`src/rtl/bsg_mesh_output_age_sched_pkg.sv`:
```
// Shared types and helpers for the mesh output-port age scheduler.
// Holds the FSM state type, the modular timestamp compare and the default starvation limit.
package bsg_mesh_sched_pkg;

  typedef enum logic [0:0] {
    StIdle,
    StLocked
  } sched_state_e;

  localparam int unsigned StarveLimitDefault = 15;

  // a is older than b iff (b - a) mod 2^width is nonzero and below 2^(width-1).
  // A shift by 32 yields 0 in 32 bits, so the mask is all ones for width == 32.
  function automatic logic ts_older(input logic [31:0] a, input logic [31:0] b,
                                    input int unsigned width);
    logic [31:0] mask;
    logic [31:0] diff;
    mask = (32'd1 << width) - 32'd1;
    diff = (b - a) & mask;
    return (diff != 32'd0) && (diff < (32'd1 << (width - 1)));
  endfunction

endpackage

```
`src/rtl/bsg_mesh_output_age_sched_if.sv`:
```
// Request/grant bundle between the router inputs and one output-port age scheduler.
interface bsg_mesh_output_age_sched_if #(
  parameter int unsigned inputs_p    = 5,
  parameter int unsigned ts_width_p  = 8,
  parameter int unsigned len_width_p = 4
);
  localparam int unsigned IdxW = $clog2(inputs_p);

  logic                              ready_i;
  logic [inputs_p-1:0]               reqs_i;
  logic [inputs_p*ts_width_p-1:0]    ts_i;
  logic [inputs_p*len_width_p-1:0]   len_i;
  logic [inputs_p-1:0]               grants_o;
  logic                              locked_o;
  logic [IdxW-1:0]                   owner_o;
  logic                              starve_o;

  modport master (
    output ready_i, reqs_i, ts_i, len_i,
    input  grants_o, locked_o, owner_o, starve_o
  );

  modport slave (
    input  ready_i, reqs_i, ts_i, len_i,
    output grants_o, locked_o, owner_o, starve_o
  );

endinterface

```
`src/rtl/bsg_age_sched_oldest.sv`:
```
// Combinational oldest-of-N selector; ties among the oldest go to the first index at or
// after rr_ptr_i, cyclically.
module bsg_age_sched_oldest
  import bsg_mesh_sched_pkg::*;
#(
  parameter int unsigned inputs_p   = 5,
  parameter int unsigned ts_width_p = 8,
  parameter int unsigned IdxW       = $clog2(inputs_p)
) (
  input  logic [inputs_p-1:0]            reqs_i,
  input  logic [inputs_p*ts_width_p-1:0] ts_i,
  input  logic [IdxW-1:0]                rr_ptr_i,
  output logic [inputs_p-1:0]            winner_oh_o,
  output logic [IdxW-1:0]                winner_idx_o
);

  logic [inputs_p-1:0] cand;
  logic [inputs_p-1:0] pool;
  logic                found;
  int unsigned         pos;

  // A requester is a candidate when no other requester is strictly older.
  always_comb begin
    cand = reqs_i;
    for (int unsigned i = 0; i < inputs_p; i++) begin
      for (int unsigned j = 0; j < inputs_p; j++) begin
        if (j != i && reqs_i[j] &&
            ts_older(32'(ts_i[j*ts_width_p +: ts_width_p]),
                     32'(ts_i[i*ts_width_p +: ts_width_p]), ts_width_p)) begin
          cand[i] = 1'b0;
        end
      end
    end
  end

  // Only a non-transitive timestamp spread can empty the candidate set; fall back to all.
  assign pool = (cand != '0) ? cand : reqs_i;

  always_comb begin
    found        = 1'b0;
    pos          = 0;
    winner_idx_o = '0;
    winner_oh_o  = '0;
    for (int unsigned k = 0; k < inputs_p; k++) begin
      pos = 32'(rr_ptr_i) + k;
      if (pos >= inputs_p) pos = pos - inputs_p;
      if (!found && pool[pos]) begin
        found        = 1'b1;
        winner_idx_o = IdxW'(pos);
      end
    end
    if (found) winner_oh_o[winner_idx_o] = 1'b1;
  end

endmodule

```
`src/rtl/bsg_mesh_output_age_sched.sv`:
```
// Per-output-port oldest-first scheduler with wormhole locking for the mesh router.
// Optional starvation override is enabled by defining BSG_MESH_AGE_SCHED_STARVE_EN.
module bsg_mesh_output_age_sched
  import bsg_mesh_sched_pkg::*;
#(
  parameter int unsigned inputs_p       = 5,
  parameter int unsigned ts_width_p     = 8,
  parameter int unsigned len_width_p    = 4,
  parameter int unsigned starve_limit_p = StarveLimitDefault
) (
  input logic                      clk_i,
  input logic                      reset_n_i,
  bsg_mesh_output_age_sched_if.slave sched
);

  localparam int unsigned IdxW = $clog2(inputs_p);

  sched_state_e           state_q;
  logic [len_width_p-1:0] remaining_q;
  logic [IdxW-1:0]        owner_q;
  logic [IdxW-1:0]        rr_ptr_q;

  logic [inputs_p-1:0]    age_oh;
  logic [IdxW-1:0]        age_idx;
  logic [inputs_p-1:0]    starved;
  logic [IdxW-1:0]        starve_idx;
  logic [inputs_p-1:0]    grants;
  logic [IdxW-1:0]        win_idx;
  logic [len_width_p-1:0] win_len;
  logic                   forced;

  bsg_age_sched_oldest #(
    .inputs_p   (inputs_p),
    .ts_width_p (ts_width_p),
    .IdxW       (IdxW)
  ) u_oldest (
    .reqs_i       (sched.reqs_i),
    .ts_i         (sched.ts_i),
    .rr_ptr_i     (rr_ptr_q),
    .winner_oh_o  (age_oh),
    .winner_idx_o (age_idx)
  );

`ifdef BSG_MESH_AGE_SCHED_STARVE_EN
  localparam int unsigned CntW = $clog2(starve_limit_p + 1);

  logic [CntW-1:0] wait_q [inputs_p];

  // Descending scan so the lowest starved index wins.
  always_comb begin
    starved    = '0;
    starve_idx = '0;
    for (int i = inputs_p - 1; i >= 0; i--) begin
      starved[i] = sched.reqs_i[i] && (wait_q[i] == CntW'(starve_limit_p));
      if (starved[i]) starve_idx = IdxW'(i);
    end
  end

  always_ff @(posedge clk_i or negedge reset_n_i) begin
    if (!reset_n_i) begin
      for (int i = 0; i < inputs_p; i++) wait_q[i] <= '0;
    end else if (state_q == StIdle && sched.ready_i) begin
      for (int i = 0; i < inputs_p; i++) begin
        if (grants[i]) begin
          wait_q[i] <= '0;
        end else if (sched.reqs_i[i] && wait_q[i] != CntW'(starve_limit_p)) begin
          wait_q[i] <= wait_q[i] + 1'b1;
        end
      end
    end
  end
`else
  assign starved    = '0;
  assign starve_idx = '0;
`endif

  always_comb begin
    grants  = '0;
    win_idx = age_idx;
    forced  = 1'b0;
    if (!reset_n_i) begin
      grants = '0;
    end else if (state_q == StIdle) begin
      if (sched.ready_i && (sched.reqs_i != '0)) begin
        if (starved != '0) begin
          win_idx             = starve_idx;
          forced              = 1'b1;
          grants[starve_idx]  = 1'b1;
        end else begin
          grants = age_oh;
        end
      end
    end else begin
      // Wormhole: only the owner may move, others are not even evaluated.
      grants[owner_q] = sched.ready_i & sched.reqs_i[owner_q];
    end
  end

  assign win_len = sched.len_i[win_idx*len_width_p +: len_width_p];

  always_ff @(posedge clk_i or negedge reset_n_i) begin
    if (!reset_n_i) begin
      state_q     <= StIdle;
      remaining_q <= '0;
      owner_q     <= '0;
      rr_ptr_q    <= '0;
    end else begin
      unique case (state_q)
        StIdle: begin
          if (grants != '0) begin
            owner_q  <= win_idx;
            rr_ptr_q <= (win_idx == IdxW'(inputs_p - 1)) ? '0 : win_idx + 1'b1;
            if (win_len != '0) begin
              remaining_q <= win_len;
              state_q     <= StLocked;
            end
          end
        end
        StLocked: begin
          if (grants != '0) begin
            remaining_q <= remaining_q - 1'b1;
            if (remaining_q == len_width_p'(1)) state_q <= StIdle;
          end
        end
        default: state_q <= StIdle;
      endcase
    end
  end

  assign sched.grants_o = grants;
  assign sched.starve_o = forced;
  assign sched.locked_o = (state_q == StLocked);
  assign sched.owner_o  = owner_q;

endmodule

```
`src/flat_wrapper.sv`:
```
// flat-port wrapper written by rule: the top's interface ports become plain ports
module bsg_mesh_output_age_sched_flat import bsg_mesh_sched_pkg::*;
#(
  parameter int unsigned inputs_p       = 5,
  parameter int unsigned ts_width_p     = 8,
  parameter int unsigned len_width_p    = 4,
  parameter int unsigned starve_limit_p = StarveLimitDefault
)
  (clk_i, reset_n_i, sched_ready_i, sched_reqs_i, sched_ts_i, sched_len_i, sched_grants_o, sched_locked_o, sched_owner_o, sched_starve_o);
  bsg_mesh_output_age_sched_if #(.inputs_p(inputs_p), .ts_width_p(ts_width_p), .len_width_p(len_width_p)) sched_i ();
  input logic clk_i;
  input logic reset_n_i;
  input wire logic [$bits(sched_i.ready_i)-1:0] sched_ready_i;
  input wire logic [$bits(sched_i.reqs_i)-1:0] sched_reqs_i;
  input wire logic [$bits(sched_i.ts_i)-1:0] sched_ts_i;
  input wire logic [$bits(sched_i.len_i)-1:0] sched_len_i;
  output wire logic [$bits(sched_i.grants_o)-1:0] sched_grants_o;
  output wire logic [$bits(sched_i.locked_o)-1:0] sched_locked_o;
  output wire logic [$bits(sched_i.owner_o)-1:0] sched_owner_o;
  output wire logic [$bits(sched_i.starve_o)-1:0] sched_starve_o;
  assign sched_i.ready_i = sched_ready_i;
  assign sched_i.reqs_i = sched_reqs_i;
  assign sched_i.ts_i = sched_ts_i;
  assign sched_i.len_i = sched_len_i;
  assign sched_grants_o = sched_i.grants_o;
  assign sched_locked_o = sched_i.locked_o;
  assign sched_owner_o = sched_i.owner_o;
  assign sched_starve_o = sched_i.starve_o;
  bsg_mesh_output_age_sched #(.inputs_p(inputs_p), .ts_width_p(ts_width_p), .len_width_p(len_width_p), .starve_limit_p(starve_limit_p)) u_core (.clk_i(clk_i), .reset_n_i(reset_n_i), .sched(sched_i));
endmodule
```
`config.mk`:
```
export PLATFORM = sky130hd
export DESIGN_NAME = bsg_mesh_output_age_sched_flat
export DESIGN_NICKNAME = d
export VERILOG_FILES = /design/src/rtl/bsg_mesh_output_age_sched_pkg.sv /design/src/rtl/bsg_mesh_output_age_sched_if.sv /design/src/rtl/bsg_age_sched_oldest.sv /design/src/rtl/bsg_mesh_output_age_sched.sv /design/src/flat_wrapper.sv
export SDC_FILE = /design/constraint.sdc
export NUM_CORES = 1
export LEC_CHECK = 0
export CORE_UTILIZATION = 65
export CTS_BUF_LIST = sky130_fd_sc_hd__clkbuf_4 sky130_fd_sc_hd__clkbuf_8 sky130_fd_sc_hd__clkbuf_16
export DETAILED_ROUTE_END_ITERATION = 10
export HOLD_SLACK_MARGIN = 0.15
export PLACE_DENSITY_LB_ADDON = 0.2
export SLEW_MARGIN = 20
export SYNTH_ARGS = -nofsm -noshare
export SYNTH_HDL_FRONTEND = slang
export SYNTH_SLANG_ARGS = --single-unit
export TNS_END_PERCENT = 5
```
`constraint.sdc`:
```
create_clock -name clk_i -period 10.3 [get_ports clk_i]
set_input_delay 2.06 -clock clk_i [delete_from_list [all_inputs] [get_ports clk_i]]
set_output_delay 2.06 -clock clk_i [all_outputs]
set_load 0.1 [all_outputs]
```
* After elaboration in Yosys (flattened, before gate mapping)
Index checks and enable logic that the tools add are counted.
Word-level totals: memories 0, bits in writable memories 0, output and inout bits 10, word-level logic and storage cells 221, bits of input ports 68, ROM bits 0, bits in latches 0, bits in registers 11
Cells by class: reduce and logical (&&, ||, !) cells 77, magnitude comparators 34, bitwise gates (word level) 3, muxes and demuxes 66, shift operators 1, divide/modulo/power cells 0, eq/ne operators 5, multipliers 0, $add $sub $neg 31
Operators with widths (count):
- nonzero test 32 bit | 20
- less-than comparator 32 x 4 -> 1 bit (second input constant) | 5
- less-than comparator 8 bit (second input constant) | 20
- 2-to-1 mux 32 bit | 5
- subtractor 8 bit | 20
- logical AND 1 bit | 47
- 2-to-1 mux 1 bit | 37
- 2-to-1 mux 5 bit | 5
- indexed part select 20 x 6 -> 4 bit | 1
- subtractor 4 x 3 -> 5 bit (second input constant) | 4
- binary-select mux 1 bit (select 3 bit) | 6
- 2-to-1 mux 3 bit | 6
- greater-or-equal comparator 4 x 3 -> 1 bit (second input constant) | 4
- nonzero test 5 bit | 3
- 2-to-1 mux 4 bit | 3
- adder 3 x 2 -> 4 bit (second input constant) | 2
- less-than comparator 3 x 4 -> 1 bit (second input constant) | 2
- one-hot mux 4 bit (2 select lines) | 1
- demux 1 bit (select 3 bit) | 2
- greater-or-equal comparator 3 x 1 -> 1 bit (second input constant) | 2
- inequality test 2 bit (second input constant) | 3
- AND 5 bit | 1
- adder 3 x 1 -> 4 bit (second input constant) | 1
- adder 3 x 3 -> 4 bit (second input constant) | 1
- 13 further kinds | 16

* Longest topological paths before layout
depth after elaboration 36, mapped depth 22, mapped depth without buffers 21

* Modules after synthesis
Synthesis repeated with hierarchy kept, for this count alone.
Unflattened totals: cells, all modules 1094, area total of the unflattened synthesis 8254.2 um^2
Modules (own cells, without submodules):
- bsg_age_sched_oldest | times used 1, area an instance 7245.7 um^2, cells an instance 987, sequential area each 0.0 um^2
- bsg_mesh_output_age_sched | times used 1, area an instance 1008.5 um^2, cells an instance 107, sequential area each 275.3 um^2

* Worst setup path before layout
OpenSTA, ideal clock, no wires.
kind input to output, from input port sched_ts_i[1], to output port sched_grants_o[2], buffers on the path 2, arrival time 8139 ps, path slack 101 ps, data required time 8240 ps, stages on the path 17, cells stage by stage inv_1 ha_1 nor2b_4 o21a_1 o21a_1 or3_1 a211o_1 a221o_1 or2_1 clkbuf_2 a41o_1 o221a_2 a211o_1 o211ai_1 nand2_2 buf_2 o32ai_1
Between the ends: cells in the longest elaborated chain, start to end 33, elaborated cells on any way between the ends 99, classes of those cells 8 x add/sub; 10 x order compare; 47 x mux; 34 x reduce/logical
Ends and longest elaborated chain:
- start, declared | RTL line flat_wrapper.sv:15 | input wire logic [$bits(sched_i.ts_i)-1:0] sched_ts_i;
- subtractor 8 bit | RTL line bsg_mesh_output_age_sched_pkg.sv:19 | diff = (b - a) & mask;
- less-than comparator 8 bit or nonzero test 32 bit (tied branches) | RTL line bsg_mesh_output_age_sched_pkg.sv:20 | return (diff != 32'd0) && (diff < (32'd1 << (width - 1)));
- logical AND 1 bit | RTL line bsg_mesh_output_age_sched_pkg.sv:20
- logical AND 1 bit | RTL line bsg_age_sched_oldest.sv:27 | if (j != i && reqs_i[j] &&
- 2-to-1 mux 1 bit (4 in a row) | RTL line bsg_age_sched_oldest.sv:27
- nonzero test 5 bit | RTL line bsg_age_sched_oldest.sv:37 | assign pool = (cand != '0) ? cand : reqs_i;
- 2-to-1 mux 5 bit (*) | RTL line bsg_age_sched_oldest.sv:37
- binary-select mux 1 bit (select 3 bit) | RTL line bsg_age_sched_oldest.sv:47 | if (!found && pool[pos]) begin
- (+14 left out)
- named net u_core.age_idx[0] | RTL line bsg_mesh_output_age_sched.sv:24 | logic [IdxW-1:0] age_idx;
- less-than comparator 3 x 4 -> 1 bit (implied by the code) or greater-or-equal comparator 3 x 1 -> 1 bit (tied branches) | RTL line bsg_age_sched_oldest.sv:52 | if (found) winner_oh_o[winner_idx_o] = 1'b1;
- logical AND 1 bit (implied by the code) | RTL line bsg_age_sched_oldest.sv:52
- 2-to-1 mux 1 bit (implied by the code) | RTL line bsg_age_sched_oldest.sv:52
- demux 1 bit (select 3 bit) (*)
- 2-to-1 mux 5 bit (*) | RTL line bsg_age_sched_oldest.sv:52
- 2-to-1 mux 5 bit (*) | RTL line bsg_mesh_output_age_sched.sv:84 | if (sched.ready_i && (sched.reqs_i != '0)) begin
- 2-to-1 mux 5 bit (*) | RTL line bsg_mesh_output_age_sched.sv:83 | end else if (state_q == StIdle) begin
- 2-to-1 mux 5 bit (*) | RTL line bsg_mesh_output_age_sched.sv:81 | if (!reset_n_i) begin
- end, declared | RTL line flat_wrapper.sv:17 | output wire logic [$bits(sched_i.grants_o)-1:0] sched_grants_o;
Mark *: on every way through the listed nets, which the timed path passes. The rest lies on a longest branch. The select of a mux whose other input is x is not followed.

* Worst setup path in the final report
from input port sched_ts_i[24], to output port sched_grants_o[3]
Between the ends: cells in the longest elaborated chain, start to end 33, elaborated cells on any way between the ends 90, classes of those cells 8 x add/sub; 10 x order compare; 38 x mux; 34 x reduce/logical
Ends and longest elaborated chain (RTL line):
- subtractor 8 bit | bsg_mesh_output_age_sched_pkg.sv:19
- less-than comparator 8 bit or nonzero test 32 bit (tied branches) | bsg_mesh_output_age_sched_pkg.sv:20
- logical AND 1 bit | bsg_mesh_output_age_sched_pkg.sv:20
- logical AND 1 bit | bsg_age_sched_oldest.sv:27
- 2-to-1 mux 1 bit (4 in a row) | bsg_age_sched_oldest.sv:27
- nonzero test 5 bit | bsg_age_sched_oldest.sv:37
- 2-to-1 mux 5 bit (*) | bsg_age_sched_oldest.sv:37
- binary-select mux 1 bit (select 3 bit) | bsg_age_sched_oldest.sv:47
- (+14 left out)
- less-than comparator 3 x 4 -> 1 bit (implied by the code) or greater-or-equal comparator 3 x 1 -> 1 bit (tied branches) | bsg_age_sched_oldest.sv:52
- logical AND 1 bit (implied by the code) | bsg_age_sched_oldest.sv:52
- 2-to-1 mux 1 bit (implied by the code) | bsg_age_sched_oldest.sv:52
- demux 1 bit (select 3 bit)
- 2-to-1 mux 5 bit (*) | bsg_age_sched_oldest.sv:52
- 2-to-1 mux 5 bit (*) | bsg_mesh_output_age_sched.sv:84
- 2-to-1 mux 5 bit (*) | bsg_mesh_output_age_sched.sv:83
- 2-to-1 mux 5 bit (*) | bsg_mesh_output_age_sched.sv:81
Mark *: on every way between the ends. The rest lies on a longest branch, timed or not. The select of a mux whose other input is x is not followed.

==> results.txt <==
I/O Buffers: 76
# IOs: 78
worst-skew pair later-pin latency: 0.24 ns
Avg WL per Cell: 21.63 µm
Worst Setup Start Kind: input port
status: complete, no violations
commonest register cell after synthesis: dfrtp_1
Synth Register Bits: 11
Row Count: 40
Slew Limit Fails: 0
VDD IR-drop max: 0.2781 mV
area delta synth->final: 12.72%
sequential area share after synthesis: 3.343%
CP Data Required Time: 8.24 ns
crit path kind: in -> out
most frequent cell after synthesis: ha_1
gr busiest metal: met2
Post-synth EDFFs: 0
Vias: 9,057
Yosys top cell area share: 23.25%
Hold Path Class: reg -> reg
fraction of layout cells with a size suffix above 1: 6.212%
area leader, netlist: ha_1
number of global-route vias before repair: 8,227
CTS tree: yes
clk sink count: 11
Post-CTS Setup Bufs: 0
Int Pwr: 0.8125 mW
clock skew: 0.002252 ns
DP HPWL: 21,830 µm
DRT Pass-1 Iters: 9
Slew HR: 33.63%
CP Capture Type: output pin
first-pass GRT wire length: 43,040 µm
total negative slack: 0 ns
warnings from Yosys: 0
Longest Clk Path Bufs: 2
Iter 0 DRT Violations: 1,089
Place WS: 0.5975 ns
Leak: 4.019 nW
syn_nets: 1,316
fill count: 1,001
DIE HEIGHT: 114.5 µm
Storage cell area: 275.3 µm²
DR DRC count: 0
Crit Path Max Fanout: 8
Seq pwr share: 5.7%
core area: 12,160 µm²
die area: 13,120 µm²
Multi-input gate area: 7523 µm²
Cell Area, Synth: 8233 µm²
Worst-Margin Slew: 0.9924 ns
clk root buf: clkbuf_16
MaxCap Viol Count: 0
H-tree levels: 1
Area contributors post-synth: ha_1 (23%), a21oi_1 (4.3%), nor2_1 (4.0%), xnor2_1 (3.9%), dfrtp_1 (3.3%)
Initial Util: 67.70%
gpl congestion: 1.012
CTS hold repair buffers: 0
post-synth cell types: 104
initial antenna violation count: 0
post-route antenna net violation count: 0
min cycle time layout: 9.923 ns
PD cells: 211.0 nW/µm²
cts bufs inserted: 3
worst setup margin: 0.3770 ns
Nets: 1,376
Global Route met1 Usage: 56.52%
combinational power share: 90.6%
Reg clk slew, reported paths: 0.04 ns
Hold Fails Final Rpt: 0
Clock Power Share: 3.7%
Tot GR Track Use: 42.46%
RSZ-0062 raised after global routing: false
die span in x: 114.5 µm
Post-Syn Instances: 1,084
GRT Residual Overflow: 0
Final Cycle Share: 96.34%
vias per cell: 6.903
pin count of the biggest net entering global routing: 23
CP arrival: 7.86 ns
met2 Usage GRT: 64.44%
# setup viols final: 0
ys async rst share: 100.0%
final WL: 28,390 µm
PostCTS Resize Cnt: 0
Sw Share: 58.52%
Synth Area per Inst: 7.595 µm²
Fmax: 0.1008 GHz
met3 Usage GRT: 9.052%
Power Total: 1.958 mW
Psw: 1.146 mW
Commonest cells post-synth: ha_1 (153), nor2_1 (87), a21oi_1 (71), inv_1 (71), nand2_1 (61)
==> cells in the final DEF (no fill, tap or decap), types with 9 or more instances in the layout <==
master	n
nand3_1	17
a31oi_1	11
or3_1	10
inv_1	71
nor2_1	87
clkdlybuf4s50_1	71
nor2b_1	24
and2_1	13
fa_1	11
ha_1	153
dfrtp_1	11
a21oi_1	71
nor3_1	29
o21a_1	29
buf_4	17
nand2_1	61
xor2_1	30
a211oi_1	17
o211ai_1	10
o22ai_1	13
xnor2_1	37
o221ai_1	13
o21ai_0	47
a21o_1	12
o21ai_1	9
nand4_1	10
mux2i_1	13
nand2b_1	36
and3_1	12
o31a_1	11
==> power by group through the flow <==
stage | combinational, mW | sequential, mW | clock [mW]
after floorplan | 1.30 | 0.129 | 0
after global placement | 1.68 | 0.108 | 0
after detailed placement | 1.70 | 0.109 | 0
after CTS | 1.72 | 0.109 | 0.0719
after global routing | 1.90 | 0.114 | 0.0744
final | 1.78 | 0.111 | 0.0722
==> layer usage <==
metal  vias up  part of all wire [%]
met3       125                    12
li1       4190                     -
met2       540                    42
met4         0                   5.8
met1      4202                    41
met5         -                     0
==> final cells by class <==
| type | instances | share of cell area (%) |
|---|---|---|
| Multi-Input combinational cell | 964 | 81.07 |
| Timing Repair Buffer | 92 | 9.896 |
| Sequential cell | 11 | 2.966 |
| Inverter | 72 | 2.912 |
| Tap cell | 168 | 2.265 |
| Clock buffer | 3 | 0.8090 |
| Clock inverter | 1 | 0.05393 |
| Antenna cell | 1 | 0.02697 |
==> logic make-up after synthesis <==
family	synth area share, %
xor gates and xnor gates	7.128
AOI/OAI and AO/OA	33.21
muxes	2.979
and+or+nand+nor	22.10
buffers and inverters	5.273
adders and majority gates	25.93
DFF	3.343
other	0.04555
==> worst paths after layout <==
kind | start | endpoint | slack (ns) | cells after the start
max in group asynchronous | reset_n_i | u_core.sched.owner_o[0] | 7.59 | 1
setup reg to reg | u_core.rr_ptr_q[0] | u_core.remaining_q[0] | 5.05 | 16
setup / recovery | sched_ts_i[24] | sched_grants_o[3] | 0.38 | 21
hold reg to reg | u_core.remaining_q[3] | u_core.sched.locked_o | 0.61 | 2
min in group asynchronous | reset_n_i | u_core.rr_ptr_q[1] | 2.26 | 1
hold / removal | u_core.remaining_q[3] | u_core.sched.locked_o | 0.61 | 2
==> registers in the layout, indices dropped and copies added (netlist names) <==
signal and cells:
u_core.rr_ptr_q 3, u_core.remaining_q 4, u_core.sched.locked_o 1, u_core.sched.owner_o 3
==> critical path, cell delays in order <==
cell,delay (ns)
clkdlybuf4s50_1,0.68
inv_1,0.22
ha_1,0.28
fa_1,0.42
nor2b_1,0.13
o21a_1,0.15
a2111o_1,0.12
a22oi_1,0.08
a2111oi_0,0.69
a221o_1,0.26
nor2_1,0.11
o41ai_1,0.72
o221a_2,0.35
nand2_1,0.08
and2_1,0.21
a31oi_1,0.30
nand2_1,0.27
nor2_1,0.24
nand2_1,0.09
o21ai_0,0.16
buf_12,0.23
==> per-stage QoR <==
step                util, %  cells  hold WS [ns]  cell area [µm²]
CTS                   76.29   1311        0.6005             9278
detailed placement    75.63   1307        0.5941             9198
global route          76.29   1311        0.6278             9278
floorplan                 -   1084        0.5385             8233
finish                76.31   1312        0.6124             9280
global placement      75.63   1307        0.5877             9198
No activity file was read; power rests on OpenSTA's default activity.
